===== src/rtl/syn_fifo_flex_if.sv =====
// syn_fifo_flex_if
// Handshake and status bundle for syn_fifo_flex.
//   master : producer/consumer side (drives wr_en_i, wdata_i, rd_en_i)
//   slave  : FIFO side (drives read data, valid strobe, flags, count and
//            the overflow/underflow pulses)
// CNT_WIDTH must match the FIFO's derived $clog2(DEPTH+1).
interface syn_fifo_flex_if #(
  parameter int WIDTH     = 8,
  parameter int CNT_WIDTH = 5
);
  logic                 wr_en_i;
  logic [WIDTH-1:0]     wdata_i;
  logic                 rd_en_i;
  logic [WIDTH-1:0]     rdata_o;
  logic                 rdata_valid_o;
  logic                 full_o;
  logic                 almost_full_o;
  logic                 empty_o;
  logic                 almost_empty_o;
  logic [CNT_WIDTH-1:0] count_o;
  logic                 overflow_o;
  logic                 underflow_o;

  modport master (
    output wr_en_i, wdata_i, rd_en_i,
    input  rdata_o, rdata_valid_o, full_o, almost_full_o, empty_o,
           almost_empty_o, count_o, overflow_o, underflow_o
  );

  modport slave (
    input  wr_en_i, wdata_i, rd_en_i,
    output rdata_o, rdata_valid_o, full_o, almost_full_o, empty_o,
           almost_empty_o, count_o, overflow_o, underflow_o
  );
endinterface


===== src/rtl/syn_fifo_flex.sv =====
// syn_fifo_flex
// Single-clock FIFO with standard (registered) or first-word-fall-through
// read mode, programmable almost-full/almost-empty thresholds, occupancy
// count, read-data-valid strobe and overflow/underflow pulses.
// Ports:
//   clk_i  : clock, rising edge
//   rst_i  : asynchronous active-high reset
//   bus    : syn_fifo_flex_if.slave (write/read requests, data, flags, count)
module syn_fifo_flex #(
  parameter int WIDTH     = 8,
  parameter int DEPTH     = 16,
  parameter int FWFT      = 0,
  parameter int AF_LEVEL  = DEPTH - 2,
  parameter int AE_LEVEL  = 2,
  parameter int CNT_WIDTH = $clog2(DEPTH + 1)
) (
  input  logic            clk_i,
  input  logic            rst_i,
  syn_fifo_flex_if.slave  bus
);

  localparam int PNT = $clog2(DEPTH);

  logic [WIDTH-1:0]     mem [DEPTH];
  logic [PNT-1:0]       wr_ptr_q;
  logic [PNT-1:0]       rd_ptr_q;
  logic [CNT_WIDTH-1:0] count_q;
  logic [CNT_WIDTH-1:0] count_next;
  logic                 full_q;
  logic                 almost_full_q;
  logic                 empty_q;
  logic                 almost_empty_q;
  logic                 overflow_q;
  logic                 underflow_q;
  logic                 wr_accept;
  logic                 rd_accept;

  // Acceptance looks only at the registered flags, so there is no
  // combinational path from the requests to any flag or the count.
  assign wr_accept = bus.wr_en_i && !full_q;
  assign rd_accept = bus.rd_en_i && !empty_q;

  always_comb begin
    count_next = count_q;
    if (wr_accept && !rd_accept) begin
      count_next = count_q + CNT_WIDTH'(1);
    end else if (rd_accept && !wr_accept) begin
      count_next = count_q - CNT_WIDTH'(1);
    end
  end

  // Storage is deliberately not reset; pointers decide what is valid.
  always_ff @(posedge clk_i) begin
    if (wr_accept) begin
      mem[wr_ptr_q] <= bus.wdata_i;
    end
  end

  // Flags are computed from count_next so they move on the same edge as count.
  always_ff @(posedge clk_i or posedge rst_i) begin
    if (rst_i) begin
      wr_ptr_q       <= '0;
      rd_ptr_q       <= '0;
      count_q        <= '0;
      full_q         <= 1'b0;
      almost_full_q  <= 1'b0;
      empty_q        <= 1'b1;
      almost_empty_q <= 1'b1;
      overflow_q     <= 1'b0;
      underflow_q    <= 1'b0;
    end else begin
      if (wr_accept) begin
        wr_ptr_q <= wr_ptr_q + PNT'(1);
      end
      if (rd_accept) begin
        rd_ptr_q <= rd_ptr_q + PNT'(1);
      end
      count_q        <= count_next;
      full_q         <= (count_next == CNT_WIDTH'(DEPTH));
      almost_full_q  <= (count_next >= CNT_WIDTH'(AF_LEVEL));
      empty_q        <= (count_next == '0);
      almost_empty_q <= (count_next <= CNT_WIDTH'(AE_LEVEL));
      overflow_q     <= bus.wr_en_i && full_q;
      underflow_q    <= bus.rd_en_i && empty_q;
    end
  end

  generate
    if (FWFT != 0) begin : g_fwft
      // Head word is exposed directly; it is meaningless while empty.
      assign bus.rdata_o       = mem[rd_ptr_q];
      assign bus.rdata_valid_o = !empty_q;
    end else begin : g_std
      logic [WIDTH-1:0] rdata_q;
      logic             rdata_valid_q;

      // Registered read: data lands one cycle after the accepted read and
      // is held until the next accepted read.
      always_ff @(posedge clk_i or posedge rst_i) begin
        if (rst_i) begin
          rdata_q       <= '0;
          rdata_valid_q <= 1'b0;
        end else begin
          rdata_valid_q <= rd_accept;
          if (rd_accept) begin
            rdata_q <= mem[rd_ptr_q];
          end
        end
      end

      assign bus.rdata_o       = rdata_q;
      assign bus.rdata_valid_o = rdata_valid_q;
    end
  endgenerate

  assign bus.count_o        = count_q;
  assign bus.full_o         = full_q;
  assign bus.almost_full_o  = almost_full_q;
  assign bus.empty_o        = empty_q;
  assign bus.almost_empty_o = almost_empty_q;
  assign bus.overflow_o     = overflow_q;
  assign bus.underflow_o    = underflow_q;

endmodule


===== src/flat_wrapper.sv =====
// flat-port wrapper written by rule: the top's interface ports become plain ports
module syn_fifo_flex_flat 
#(
  parameter int WIDTH     = 8,
  parameter int DEPTH     = 16,
  parameter int FWFT      = 0,
  parameter int AF_LEVEL  = DEPTH - 2,
  parameter int AE_LEVEL  = 2,
  parameter int CNT_WIDTH = $clog2(DEPTH + 1)
)
  (clk_i, rst_i, bus_wr_en_i, bus_wdata_i, bus_rd_en_i, bus_rdata_o, bus_rdata_valid_o, bus_full_o, bus_almost_full_o, bus_empty_o, bus_almost_empty_o, bus_count_o, bus_overflow_o, bus_underflow_o);
  syn_fifo_flex_if #(.WIDTH(WIDTH), .CNT_WIDTH(CNT_WIDTH)) bus_i ();
  input  logic clk_i;
  input  logic rst_i;
  input wire logic [$bits(bus_i.wr_en_i)-1:0] bus_wr_en_i;
  input wire logic [$bits(bus_i.wdata_i)-1:0] bus_wdata_i;
  input wire logic [$bits(bus_i.rd_en_i)-1:0] bus_rd_en_i;
  output wire logic [$bits(bus_i.rdata_o)-1:0] bus_rdata_o;
  output wire logic [$bits(bus_i.rdata_valid_o)-1:0] bus_rdata_valid_o;
  output wire logic [$bits(bus_i.full_o)-1:0] bus_full_o;
  output wire logic [$bits(bus_i.almost_full_o)-1:0] bus_almost_full_o;
  output wire logic [$bits(bus_i.empty_o)-1:0] bus_empty_o;
  output wire logic [$bits(bus_i.almost_empty_o)-1:0] bus_almost_empty_o;
  output wire logic [$bits(bus_i.count_o)-1:0] bus_count_o;
  output wire logic [$bits(bus_i.overflow_o)-1:0] bus_overflow_o;
  output wire logic [$bits(bus_i.underflow_o)-1:0] bus_underflow_o;
  assign bus_i.wr_en_i = bus_wr_en_i;
  assign bus_i.wdata_i = bus_wdata_i;
  assign bus_i.rd_en_i = bus_rd_en_i;
  assign bus_rdata_o = bus_i.rdata_o;
  assign bus_rdata_valid_o = bus_i.rdata_valid_o;
  assign bus_full_o = bus_i.full_o;
  assign bus_almost_full_o = bus_i.almost_full_o;
  assign bus_empty_o = bus_i.empty_o;
  assign bus_almost_empty_o = bus_i.almost_empty_o;
  assign bus_count_o = bus_i.count_o;
  assign bus_overflow_o = bus_i.overflow_o;
  assign bus_underflow_o = bus_i.underflow_o;
  syn_fifo_flex #(.WIDTH(WIDTH), .DEPTH(DEPTH), .FWFT(FWFT), .AF_LEVEL(AF_LEVEL), .AE_LEVEL(AE_LEVEL), .CNT_WIDTH(CNT_WIDTH)) u_core (.clk_i(clk_i), .rst_i(rst_i), .bus(bus_i));
endmodule

===== config.mk =====
export PLATFORM = sky130hd
export DESIGN_NAME = syn_fifo_flex_flat
export DESIGN_NICKNAME = d
export VERILOG_FILES = /design/src/rtl/syn_fifo_flex_if.sv /design/src/rtl/syn_fifo_flex.sv /design/src/flat_wrapper.sv
export SDC_FILE = /design/constraint.sdc
export NUM_CORES = 1
export LEC_CHECK = 0
export BUFFER_PORTS_ARGS = -buffer_cell sky130_fd_sc_hd__buf_2
export CORE_UTILIZATION = 65
export DETAILED_ROUTE_END_ITERATION = 6
export GPL_TIMING_DRIVEN = 0
export PLACE_DENSITY = 0.93
export SYNTH_ARGS = -nofsm -noshare
export SYNTH_HDL_FRONTEND = slang
export SYNTH_SLANG_ARGS = --single-unit

===== constraint.sdc =====
create_clock -name clk_i -period 5.4 [get_ports clk_i]
set_input_delay 0.81 -clock clk_i [delete_from_list [all_inputs] [get_ports clk_i]]
set_output_delay 0.81 -clock clk_i [all_outputs]
set_load 0.02 [all_outputs]

# After elaboration in Yosys (flattened, before gate mapping)
# Memory sizes are Yosys's and may differ from the RTL's. A register that Yosys moved wholly into a read port is not among the register bits.
# Cells that the tools add are included.
dict set report op_classes {
  add_sub_neg 4
  eq_ne 1
  n_reduce_logical 11
  n_lt_le_gt_ge 2
  n_mux 4
}
# operator n
set ops {}
lappend ops {{$mux W5} 2}
lappend ops {{$add A4 B1 Y4 const B} 2}
lappend ops {{$logic_and A1 B1 Y1} 6}
lappend ops {{$add A5 B1 Y5 const B} 1}
lappend ops {{$eq A5 B5 Y1 const B} 1}
lappend ops {{$ge A5 B4 Y1 const B} 1}
lappend ops {{$le A5 B2 Y1 const B} 1}
lappend ops {{$logic_not A5 Y1} 1}
lappend ops {{$sub A5 B1 Y5 const B} 1}
lappend ops {{$logic_not A1 Y1} 4}
lappend ops {{$mux W1} 2}
dict set report word_totals {
  inputBits 12
  out_inout_bits 20
  ram_bits 128
  reg_bits 20
  n_memories 1
  word_cells 33
}
# name depth word_bits read_ports rd_ports_with_merged_regs wr line
set memory_table {}
lappend memory_table {u_core.mem 16 8 1 1 1 syn_fifo_flex.sv:24} ;# logic [WIDTH-1:0] mem [DEPTH];

# Longest topological paths before layout
# Gate-level depths: netlist of run 1.
dict set report depth {
  word_depth 7
  depth_mapped 7
  depth_no_buf 6
}

# Worst setup path before layout of run 1
# OpenSTA, ideal clock, no wires.
dict set report synth_timing {
  kind {input port to flip-flop}
  start {in bus_wr_en_i}
  end {mem u_core.mem[3][0], enable pin}
  path_buffers 1
  required_time_ps 5017
  stages 4
  setup_slack_ps 3206
  arrival_time_ps 1810
  cell_sequence {nor2b_4 > buf_8 > nand2_1 > nor3_1}
}
dict set report synth_via {
  elab_chain_cells 3
}
# item line
set synth_lines {}
lappend synth_lines {{start: declaration} flat_wrapper.sv:15} ;# input wire logic [$bits(bus_i.wr_en_i)-1:0] bus_wr_en_i;
lappend synth_lines {{$logic_and A1 B1 Y1} syn_fifo_flex.sv:40} ;# assign wr_accept = bus.wr_en_i && !full_q;
lappend synth_lines {{$mux W1} syn_fifo_flex.sv:54} ;# if (wr_accept) begin
lappend synth_lines {{$mux W1 (not written as such)} syn_fifo_flex.sv:55} ;# mem[wr_ptr_q] <= bus.wdata_i;
lappend synth_lines {{end: declaration} syn_fifo_flex.sv:24}
# Every way passes these cells.

# Worst setup path after layout of run 1
dict set report layout_timing {
  start {reg u_core.full_q (netlist: u_core.bus.full_o)}
  end {mem u_core.mem[3][3], enable pin}
}
dict set report layout_via {
  elab_chain_cells 4
}
# item line
set layout_lines {}
lappend layout_lines {{start: declaration} syn_fifo_flex.sv:29} ;# logic full_q;
lappend layout_lines {{start signal: assignment} syn_fifo_flex.sv:79} ;# full_q <= (count_next == CNT_WIDTH'(DEPTH));
lappend layout_lines {{$logic_not A1 Y1} syn_fifo_flex.sv:40}
lappend layout_lines {{$logic_and A1 B1 Y1} syn_fifo_flex.sv:40}
lappend layout_lines {{$mux W1} syn_fifo_flex.sv:54}
lappend layout_lines {{$mux W1 (not written as such)} syn_fifo_flex.sv:55}
# Every way passes these cells.

==> results of run 1 <==
==> worst min-delay path by stage <==
stage / endpoint / slack, ns / cells after the start
after floorplan: u_core.rd_ptr_q[1]$_DFFE_PP0P_ / 0.54 / 3
after global placement: u_core.bus.rdata_o[4]$_DFFE_PP0P_ / 0.46 / 2
after detailed placement: u_core.bus.rdata_o[2]$_DFFE_PP0P_ / 0.48 / 2
after CTS: u_core.bus.rdata_o[7]$_DFFE_PP0P_ / 0.50 / 2
after global routing: u_core.bus.overflow_o$_DFF_PP0_ / 0.52 / 2
final: u_core.bus.rdata_o[7]$_DFFE_PP0P_ / 0.50 / 2
==> kinds of logic after synthesis <==
logic type,count (synthesis),synth area share (%)
multiplexers,56,9.607
AND/OR/NAND/NOR,89,7.701
AO/OA/AOI/OAI,48,6.149
adder cells (fa/ha/maj),7,1.375
flip-flops,156,71.39
buffers and inverters,27,2.043
XOR/XNOR,10,1.729
==> metrics by stage <==
stage          total power (W)  area (um2)
6_report              0.004070        7237
5_1_grt               0.004219        7237
4_1_cts               0.004040        7232
3_5_place_dp          0.002914        6685
3_3_place_gp          0.002829        6685
2_1_floorplan         0.002538        6369
==> sequential cells by signal, indices dropped and copies added (netlist names) <==
signal,count
u_core.bus.almost_empty_o,1
u_core.bus.almost_full_o,1
u_core.bus.count_o,5
u_core.bus.empty_o,1
u_core.bus.full_o,1
u_core.bus.overflow_o,1
u_core.bus.rdata_o,8
u_core.bus.rdata_valid_o,1
u_core.bus.underflow_o,1
u_core.mem,128
u_core.rd_ptr_q,4
u_core.wr_ptr_q,4
==> power by group through the flow <==
| stage | combinational, W | clock [W] | sequential, W |
|---|---|---|---|
| floorplan | 0.000855 | 0 | 0.00168 |
| global placement | 0.00122 | 0 | 0.00161 |
| detailed placement | 0.00129 | 0 | 0.00162 |
| CTS | 0.00133 | 0.00110 | 0.00161 |
| global route | 0.00144 | 0.00115 | 0.00163 |
| finish | 0.00136 | 0.00110 | 0.00161 |
==> placed cells by master (no fill, tap or decap), types with 3 or more instances in the layout <==
cell type  synthesis  routed
inv_8              0       4
a21oi_1            8       8
mux4_2             4       4
a22oi_1           21      21
nor3_1             5       4
inv_1              5       5
edfxtp_1         128     128
ha_1               7       7
xnor2_2            3       3
nand4_1            7       7
nor2b_1           10      10
a211oi_1           7       7
nand2b_1           4       4
nand3_1           14      14
nand2_1           17      17
dfrtp_1           26      26
and2_1             3       3
xnor2_1            7       7
mux2i_1           51      51
clkinv_4           0       4
clkbuf_16          0      16
buf_2              8      39
clkbuf_1           9       9
inv_6              0       4
nor2_1            19      19
==> critical path: cells and delay by family (launching register included) <==
family	cells	cell delay (ns)
flops	1	0.43
simple gates	3	1.30
buf+inv	1	0.16
==> layer usage <==
metal	share of wire (%)	vias to the layer above	global-route usage, %
met5	0	-	0
met4	3.8	0	14.38
li1	-	1609	-
met2	49	292	50.42
met1	37	1877	40.35
met3	10	50	7.628
==> final cells by class <==
type | instances | area, um2 | share of cell area [%]
Multi-Input combinational cell | 210 | 1697 | 23.44
Sequential cell | 156 | 4547 | 62.83
Clock buffer | 17 | 414.1 | 5.723
Timing Repair Buffer | 31 | 155.1 | 2.144
Inverter | 6 | 22.52 | 0.3112
Clock inverter | 15 | 132.6 | 1.833
Buffer | 21 | 107.6 | 1.487
Tap cell | 129 | 161.4 | 2.230
==> out/qor.yml, run 1 <==
status: "complete, no violations"
p_leak_nw: 2.689
startpoint: "u_core.bus.full_o$_DFF_PP0_"
clk_path_buf_depth: 2
cts_made_buffers: 17
crit_path_max_incr_delay_ns: 1.01
synth_area_um2: 6369
yosysMostFrequentCell: "edfxtp_1"
max_cap_violations: 0
crit_arrival_ns: 2.43
synth.area.top_cells: "edfxtp_1 60%, dfrtp_1 10%, mux2i_1 8.0%"
cts.sinks: 156
grt_pass1_vias: 3833
finalHoldWorstSlack_ns: 0.4984
rr_worst_depth: 4
switching_share_pct: 36.91
syn_inst: 393
pwr_density_cell_nw_per_um2: 562.4
drive_gt1_share_pct: 21.49
dieArea_um2: 10200
pwr-share-clk_pct: 27.1
nFillCells: 468
ant_nets: 0
ys_seq_area_share_pct: 71.39
timing.slew.headroom_pct: 12.40
ys.flop_type: "edfxtp_1"
clk_pin_slew_ns: 0.07
vias: 3828
port_buffers: 31
post-synth-top-area-fraction_pct: 60.35
synth_edf_count: 128
drc: 0
num_rows: 35
postCtsSetupBuffers: 0
htreeDepth: 4
crit_chain: "nor2b_4 > buf_8 > nand2_1 > nor3_1"
synth.top_cells.by_count: "128 x edfxtp_1, 51 x mux2i_1, 26 x dfrtp_1"
timing.fmax_ghz: 0.4392
initial_core_util_pct: 67.96
place_congestion: 0.8902
ir_drop_uv: 286.7
synth_nets: 412
slowest_stage: "nor3_1"
grt_use_total_pct: 31.19
tightest_slew_ns: 1.304
grt_max_degree: 29
core_um2: 9371
pwr-share-seq_pct: 39.6
hp-start: "u_core.bus.rdata_o[7]$_DFFE_PP0P_"
fin_ws_ns: 3.123
fin_tns_setup_ns: 0
cts_root_buf: "clkbuf_8"
synth_cell_types: 44
synth.avg_cell_area_um2: 16.21
via_per_inst: 6.544
hpwlAfterDp_mm: 8.748
wl_per_cell_um: 24.79
synth-seq-cells: 156
r2r-end: "u_core.mem[3][3]$_DFFE_PP_"
period_share_pct: 42.17
fin_util_pct: 77.22
power_frac_comb_pct: 33.3
dp_slack_ns: 2.566
drt_wl_total_mm: 14.51
io_pins: 32
drv_slew: 0
syn2layout_area_growth_pct: 13.63
switchingPower_w: 0.001502
async_reset_ff_share_pct: 17.95
cp-endpoint: "u_core.mem[3][3]$_DFFE_PP_"
reg2reg_from: "u_core.bus.full_o$_DFF_PP0_"
rsz0062_at_grt: "false"
die-width_um: 101.0
yosysWarnings: 0
final_cells: 585
dp_cells: 553
min_period_ns: 2.277
cts_tree: "done"
cp.required_ns: 5.55
cp_max_fo: 10
critical_path_class: "reg -> reg"
finalSetupViolCount: 0
antennaDiodeCount: 0
grt_first_pass_wirelength_mm: 22.02
drtIter0Drc: 533
fin_skew_ns: 0.007446
hp-class: "reg -> reg"
fin_nets: 462
cts_hold_buffers: 0
clock_latency_ns: 0.54
p_int_w: 0.002568
endpoint_kind: "flop"
die_h_um: 101.0
first_pass_iters: 6
hold_viol: 0
antenna_found_initial: 0
gr-total-overflow: 0
start_kind: "flop"
ff2ff_setup_slack_ns: 3.12
synth_area_leader_cell: "edfxtp_1"
cts-resized-gates: 0
No activity file was read; power rests on OpenSTA's default activity.
==> run 2, diff against run 1 <==
--- a/config.mk
+++ b/config.mk
@@ -6,10 +6,10 @@
 export NUM_CORES = 1
 export LEC_CHECK = 0
 export BUFFER_PORTS_ARGS = -buffer_cell sky130_fd_sc_hd__buf_2
-export CORE_UTILIZATION = 65
+export CORE_UTILIZATION = 60
 export DETAILED_ROUTE_END_ITERATION = 6
 export GPL_TIMING_DRIVEN = 0
-export PLACE_DENSITY = 0.93
+export PLACE_DENSITY = 0.87
 export SYNTH_ARGS = -nofsm -noshare
 export SYNTH_HDL_FRONTEND = slang
 export SYNTH_SLANG_ARGS = --single-unit
==> constraint.sdc (replaced) <==
create_clock -name clk_i -period 2.1 [get_ports clk_i]
set_input_delay 0.315 -clock clk_i [delete_from_list [all_inputs] [get_ports clk_i]]
set_output_delay 0.315 -clock clk_i [all_outputs]
set_load 0.02 [all_outputs]
==> run 2 against run 1 <==
- cell count up 1.2%
- first-iteration DRC count increased by 13%
- clock power grew to 3.0 times the previous value
- utilization is 5.9 points lower
- design area grew 1.8%
- clock skew rose by 0.00067 ns
- sequential share of layout area fell by 1.1 points
- global-route usage shrank 4.1 points
- wire length shrank 5.0%
- die area grew 8.2%
- total power rose to 2.7 times the previous value
==> out/qor.yml, run 2 (synthesis gave the netlist of run 1 again) <==
met2_usage_pct: 42.01  # -8.4 points
crit_chain: "clkbuf_1 > nand2_1 > nor2_1"
die_h_um: 105.0  # +4.0%
drt_wl_total_mm: 13.77  # -5.0%
status: "complete, no violations"
cpLargestDelayFamily: "simple AND/OR/NAND/NOR gates"
clock_latency_ns: 0.54  # about the same
top_register: "u_core.mem"
p_leak_nw: 2.727  # +1.4%
vias: 3787  # -1.1%
cts.sinks: 156  # unchanged
fin_nets: 462  # unchanged
ir_drop_uv: 955.1  # +230%
switchingPower_w: 0.003753  # +150%
cts_made_buffers: 17  # unchanged
endpoint_kind: "flop"
core_um2: 10320  # +10%
pwr-share-clk_pct: 29.9  # +2.8 points
pwr_density_cell_nw_per_um2: 1482  # +160%
timing.slew.headroom_pct: 32.22  # +20 points
io_pins: 32  # unchanged
start_kind: "flop"
grt_max_degree: 29  # unchanged
mostFrequentLayoutCell: "edfxtp_1"
postCtsSetupBuffers: 0  # unchanged
hold_viol: 0  # unchanged
pwr-share-seq_pct: 38.1  # -1.5 points
cts_root_buf: "clkbuf_8"
min_period_ns: 2.070  # -0.2065 ns
cts-resized-gates: 4  # +4
initial_core_util_pct: 61.69  # -6.3 points
grt_use_total_pct: 27.07  # -4.1 points
drc: 0  # unchanged
drtIter0Drc: 601  # +13%
dieArea_um2: 11030  # +8.2%
drive_gt1_share_pct: 23.46  # +2.0 points
gr-total-overflow: 0  # unchanged
antenna_found_initial: 0  # unchanged
num_rows: 37  # +5.7%
met1_usage_pct: 35.48  # -4.9 points
grt_pass1_vias: 3725  # -2.8%
clk_path_buf_depth: 2  # unchanged
p_int_w: 0.007158  # +180%
die-width_um: 105.0  # +4.0%
power_frac_comb_pct: 31.9  # -1.4 points
wl_per_cell_um: 23.27  # -6.2%
rsz0062_at_grt: "true"
timing.fmax_ghz: 0.4830  # +10%
finalSetupViolCount: 0  # unchanged
met3_usage_pct: 7.486  # -0.14 points
tightest_slew_ns: 1.016  # -0.2884 ns
clk_pin_slew_ns: 0.06  # about the same
largest_reg_flops: 128  # unchanged
hp-class: "in -> async"
first_pass_iters: 6  # unchanged
grt_first_pass_wirelength_mm: 21.20  # -3.7%
ant_nets: 0  # unchanged
cp_num_buf_inv: 1  # unchanged
period_share_pct: 98.59  # +56 points
cts_hold_buffers: 0  # unchanged
max_cap_violations: 0  # unchanged
fin_skew_ns: 0.008114  # +0.0006676 ns
crit_path_max_incr_delay_ns: 0.66  # -0.35 ns
layout_common_cells: "128 x edfxtp_1, 51 x mux2i_1, 39 x buf_2"
antennaDiodeCount: 0  # unchanged
critical_path_class: "reg -> reg"
hpwlAfterDp_mm: 8.466  # -3.2%
slowest_stage: "nor2_1"
cp_max_fo: 9  # -1
cts_tree: "done"
cp.required_ns: 2.27  # -3.28 ns
via_per_inst: 6.397  # -2.2%
p_total_w: 0.01091  # +170%
grt.busiest_layer: "met2"
htreeDepth: 4  # unchanged
switching_share_pct: 34.39  # -2.5 points
ff2ff_setup_slack_ns: 0.03  # -3.09 ns
fin_util_pct: 71.34  # -5.9 points
syn2layout_area_growth_pct: 15.64
port_buffers: 31  # unchanged
crit_arrival_ns: 2.24  # -0.19 ns
drv_slew: 0  # unchanged
place_congestion: 0.8786  # -1.3%
[run 2: cell type report]
cell class	instances	area, um2
Buffer	21	107.6
Clock buffer	17	414.1
Clock inverter	15	219.0
Fill cell	581	2959
Inverter	6	22.52
Multi-Input combinational cell	210	1729
Sequential cell	156	4547
Tap cell	136	170.2
Timing Repair Buffer	31	155.1
[run 2: routing by layer]
metal  up-vias  share of wire [%]
met5         -                  0
met4         0                3.7
met3        45                9.4
met2       274                 48
met1      1860                 39
li1       1608                  -
[run 2: final timing paths]
path / end / startpoint / depth (start not counted)
setup / recovery: u_core.mem[12][1]$_DFFE_PP_ / u_core.wr_ptr_q[2]$_DFFE_PP0P_ / 3
hold / removal: u_core.wr_ptr_q[2]$_DFFE_PP0P_ / rst_i / 2
setup reg to reg: u_core.mem[12][1]$_DFFE_PP_ / u_core.wr_ptr_q[2]$_DFFE_PP0P_ / 3
hold reg to reg: u_core.bus.rdata_o[7]$_DFFE_PP0P_ / u_core.bus.rdata_o[7]$_DFFE_PP0P_ / 2
max in group asynchronous: u_core.bus.rdata_valid_o$_DFF_PP0_ / rst_i / 2
min in group clk_i: u_core.bus.overflow_o$_DFF_PP0_ / bus_wr_en_i / 2
[run 2: per-stage QoR]
stage | cell area [um2] | hold slack [ns] | std cells | setup slack, ns | TNS [ns]
CTS | 7347 | 0.01238 | 592 | 0.06849 | 0
detailed placement | 6694 | 0.4935 | 560 | -0.1849 | -4.902
finish | 7365 | 0.01144 | 592 | 0.02959 | 0
floorplan | 6369 | 0.3789 | 393 | 0.2265 | 0
global route | 7365 | 0.02839 | 592 | -0.1510 | -4.135
global placement | 6694 | 0.4880 | 560 | -0.1416 | -3.520
[run 2: power groups by stage]
stage | registers (W) | clock network, W | logic, W
floorplan | 0.00433 | 0 | 0.00220
global route | 0.00419 | 0.00340 | 0.00370
CTS | 0.00415 | 0.00327 | 0.00341
finish | 0.00416 | 0.00327 | 0.00348
detailed placement | 0.00420 | 0 | 0.00329
global placement | 0.00417 | 0 | 0.00317
==> run 3, diff against run 2 <==
--- a/config.mk
+++ b/config.mk
@@ -5,11 +5,13 @@
 export SDC_FILE = /design/constraint.sdc
 export NUM_CORES = 1
 export LEC_CHECK = 0
+export ABC_AREA = 1
 export BUFFER_PORTS_ARGS = -buffer_cell sky130_fd_sc_hd__buf_2
-export CORE_UTILIZATION = 60
+export CORE_UTILIZATION = 61
 export DETAILED_ROUTE_END_ITERATION = 6
 export GPL_TIMING_DRIVEN = 0
-export PLACE_DENSITY = 0.87
+export PLACE_DENSITY = 0.88
+export SLEW_MARGIN = 20
 export SYNTH_ARGS = -nofsm -noshare
 export SYNTH_HDL_FRONTEND = slang
 export SYNTH_SLANG_ARGS = --single-unit
==> run 3 against run 2 <==
- sequential share of layout area fell by 1.2 points
- global-route usage rose by 1.3 points
- clock skew rose by 0.0013 ns
- via count rose by 26%
- register-to-register slack improved by 0.07 ns
- worst hold slack improved by 0.018 ns
- highest routed layer unchanged
==> out/qor.yml, run 3 <==
via_per_inst: 5.946  # -7.0%
dieArea_um2: 11230  # +1.8%
max_cap_violations: 0  # unchanged
cts_root_buf: "clkbuf_8"
syn2layout_area_growth_pct: 13.83
critical_path_class: "in -> reg"
regArea_um2: 4547  # unchanged
endpoint_kind: "flop"
io_pins: 32  # unchanged
grt_first_pass_wirelength_mm: 23.09  # +8.9%
synth.avg_cell_area_um2: 11.01  # -32%
synth_cell_types: 24  # -45%
clock_latency_ns: 0.53  # about the same
die_h_um: 106.0  # +0.90%
fin_util_pct: 72.06  # +0.72 points
fin_ws_ns: 0.07434  # +0.04475 ns
yosysMostFrequentCell: "nand2_1"
hp-class: "in -> reg"
synth.area.top_cells: "edfxtp_1 58%, nand2_1 13%, dfrtp_1 9.9%"
synth_area_leader_cell: "edfxtp_1"
cts.sinks: 156  # unchanged
initial_core_util_pct: 63.30  # +1.6 points
grt_max_degree: 29  # unchanged
multiInputGateArea_um2: 1797  # +3.9%
pwr_density_cell_nw_per_um2: 1432  # -3.3%
largest_reg_flops: 128  # unchanged
gr-total-overflow: 0  # unchanged
crit_path_max_incr_delay_ns: 0.75  # +0.09 ns
timing.slew.headroom_pct: 36.25  # +4.0 points
ys_seq_area_share_pct: 68.96  # -2.4 points
port_buffers: 31  # unchanged
post-synth-top-area-fraction_pct: 58.29  # -2.1 points
wl_per_cell_um: 18.57  # -20%
min_period_ns: 2.026  # -0.04475 ns
grt_pass1_vias: 4704  # +26%
crit_arrival_ns: 2.18  # -0.06 ns
cp_max_fo: 10  # +1
antennaDiodeCount: 0  # unchanged
p_leak_nw: 3.124  # +15%
drt_wl_total_mm: 14.86  # +7.9%
postCtsSetupBuffers: 0  # unchanged
finalSetupViolCount: 0  # unchanged
hpwlAfterDp_mm: 9.663  # +14%
ys.flop_type: "edfxtp_1"
cts_tree: "done"
slowest_stage: "nor2_1"
cts_made_buffers: 17  # unchanged
top_register: "u_core.mem"
dp_slack_ns: 0.1242  # +0.3091 ns
nFillCells: 650  # +12%
synth_area_um2: 6594  # +3.5%
place_congestion: 0.8931  # +1.7%
syn_inst: 599  # +52%
cp.required_ns: 2.25  # -0.02 ns
rsz0062_at_grt: "false"
timing.fmax_ghz: 0.4937  # +2.2%
clk_path_buf_depth: 2  # unchanged
clk_pin_slew_ns: 0.07  # about the same
tightest_slew_ns: 0.9527  # -0.06281 ns
core_um2: 10420  # +0.90%
crit_chain: "dlygate4sd3_1 > buf_2 > inv_1 > nor2_2 > buf_6 > nand2_1 > nor2_1"
ir_drop_uv: 702.8  # -26%
fin_skew_ns: 0.009454  # +0.001340 ns
vias: 4757  # +26%
drtIter0Drc: 533  # -11%
fin_tns_setup_ns: 0  # unchanged
antenna_found_initial: 0  # unchanged
num_rows: 37  # unchanged
drc: 0  # unchanged
yosysWarnings: 0  # unchanged
status: "complete, no violations"
synth_edf_count: 128  # unchanged
die-width_um: 106.0  # +0.90%
first_pass_iters: 6  # unchanged
synth.top_cells.by_count: "229 x nand2_1, 128 x edfxtp_1, 87 x nand3_1"
synth-seq-cells: 156  # unchanged
layout_common_cells: "229 x nand2_1, 128 x edfxtp_1, 87 x nand3_1"
htreeDepth: 4  # unchanged
grt_use_total_pct: 28.39  # +1.3 points
hold_viol: 0  # unchanged
fin_nets: 670  # +45%
mostFrequentLayoutCell: "nand2_1"
drive_gt1_share_pct: 17.77  # -5.7 points
start_kind: "input pin"
synth_nets: 618  # +50%
async_reset_ff_share_pct: 17.95  # unchanged
period_share_pct: 96.46  # -2.1 points
ant_nets: 0  # unchanged
drv_slew: 0  # unchanged
[run 3: cell count changes in the layout (fill, tap and decap cells not counted), moves of 7 or more]
cell | before | now
nand2_1 | 17 | 229
inv_1 | 5 | 19
buf_2 | 39 | 47
xor2_1 | 0 | 7
clkbuf_1 | 9 | 2
inv_6 | 2 | 9
a211oi_1 | 7 | 0
nor2b_1 | 10 | 0
nor2_1 | 12 | 22
xnor2_1 | 7 | 0
a22oi_1 | 21 | 0
mux2i_1 | 51 | 0
nand3_1 | 14 | 87
nand2_2 | 0 | 10
[run 3: final timing paths]
check / from / to / slack (ns) / cells after the start
min in group asynchronous: rst_i / u_core.bus.count_o[0]$_DFF_PP0_ / 0.44 / 3
max in group asynchronous: rst_i / u_core.rd_ptr_q[2]$_DFFE_PP0P_ / 1.23 / 3
setup / recovery: bus_wr_en_i / u_core.mem[10][4]$_DFFE_PP_ / 0.07 / 7
hold reg to reg: u_core.bus.rdata_o[0]$_DFFE_PP0P_ / u_core.bus.rdata_o[0]$_DFFE_PP0P_ / 0.48 / 2
setup reg to reg: u_core.bus.full_o$_DFF_PP0_ / u_core.mem[10][4]$_DFFE_PP_ / 0.10 / 4
hold / removal: bus_rd_en_i / u_core.bus.underflow_o$_DFF_PP0_ / 0.03 / 3
[run 3: where the power goes]
part | leakage (nW) | internal [W] | switching [W] | total (W)
clock network | 0.283 | 0.00162 | 0.00132 | 0.00294
logic | 1.35 | 0.00113 | 0.00258 | 0.00371
registers | 1.49 | 0.00384 | 0.000270 | 0.00411
[run 3: repair_timing]
action | CTS | global route
hold buffers | 1 | 1
resized for setup | 0 | 1
endpoints found under the setup margin | 0 | 1
endpoints found under the hold margin | 1 | 26
[run 3: per-stage QoR]
stage                     hold slack (ns)  std cells  power (W)  cell area, um2
final                             0.02930        800    0.01075            7506
after detailed placement           0.4647        766   0.007691            6919
after global routing              0.03817        800    0.01127            7506
after CTS                         0.01601        799    0.01067            7493
after global placement             0.4577        766   0.007522            6919
after floorplan                    0.3789        599   0.006665            6594
[run 3: kinds of logic after synthesis]
| group | synth area share (%) |
|---|---|
| DFF | 68.96 |
| buffers and inverters | 3.833 |
| AOI/OAI and AO/OA | 1.138 |
| adders and majority gates | 1.328 |
| xor gates and xnor gates | 0.9298 |
| and+or+nand+nor | 23.81 |
[run 3: worst max-delay path: cells and delay by family]
kind | cells | cell delay (ns)
and+or+nand+nor | 3 | 1.00
buffers and inverters | 4 | 0.86
[run 3: final cells by class]
class | instances | share of cell area [%]
flip-flops and latches | 156 | 60.58
inverters | 27 | 1.350
well taps | 136 | 2.267
repair buffers | 33 | 2.334
clock inverters | 15 | 2.000
plain buffers | 25 | 2.017
multi-input cells | 391 | 23.94
clock buffers | 17 | 5.518
[run 3: routing by layer]
metal	wire, um	share of wire [%]	global-route usage (%)	vias to the layer above
met1	5654	38	36.13	2265
met3	1457	9.8	5.947	67
met5	0	0	0	-
li1	-	-	-	2121
met2	7074	48	45.19	304
met4	671	4.5	17.26	0
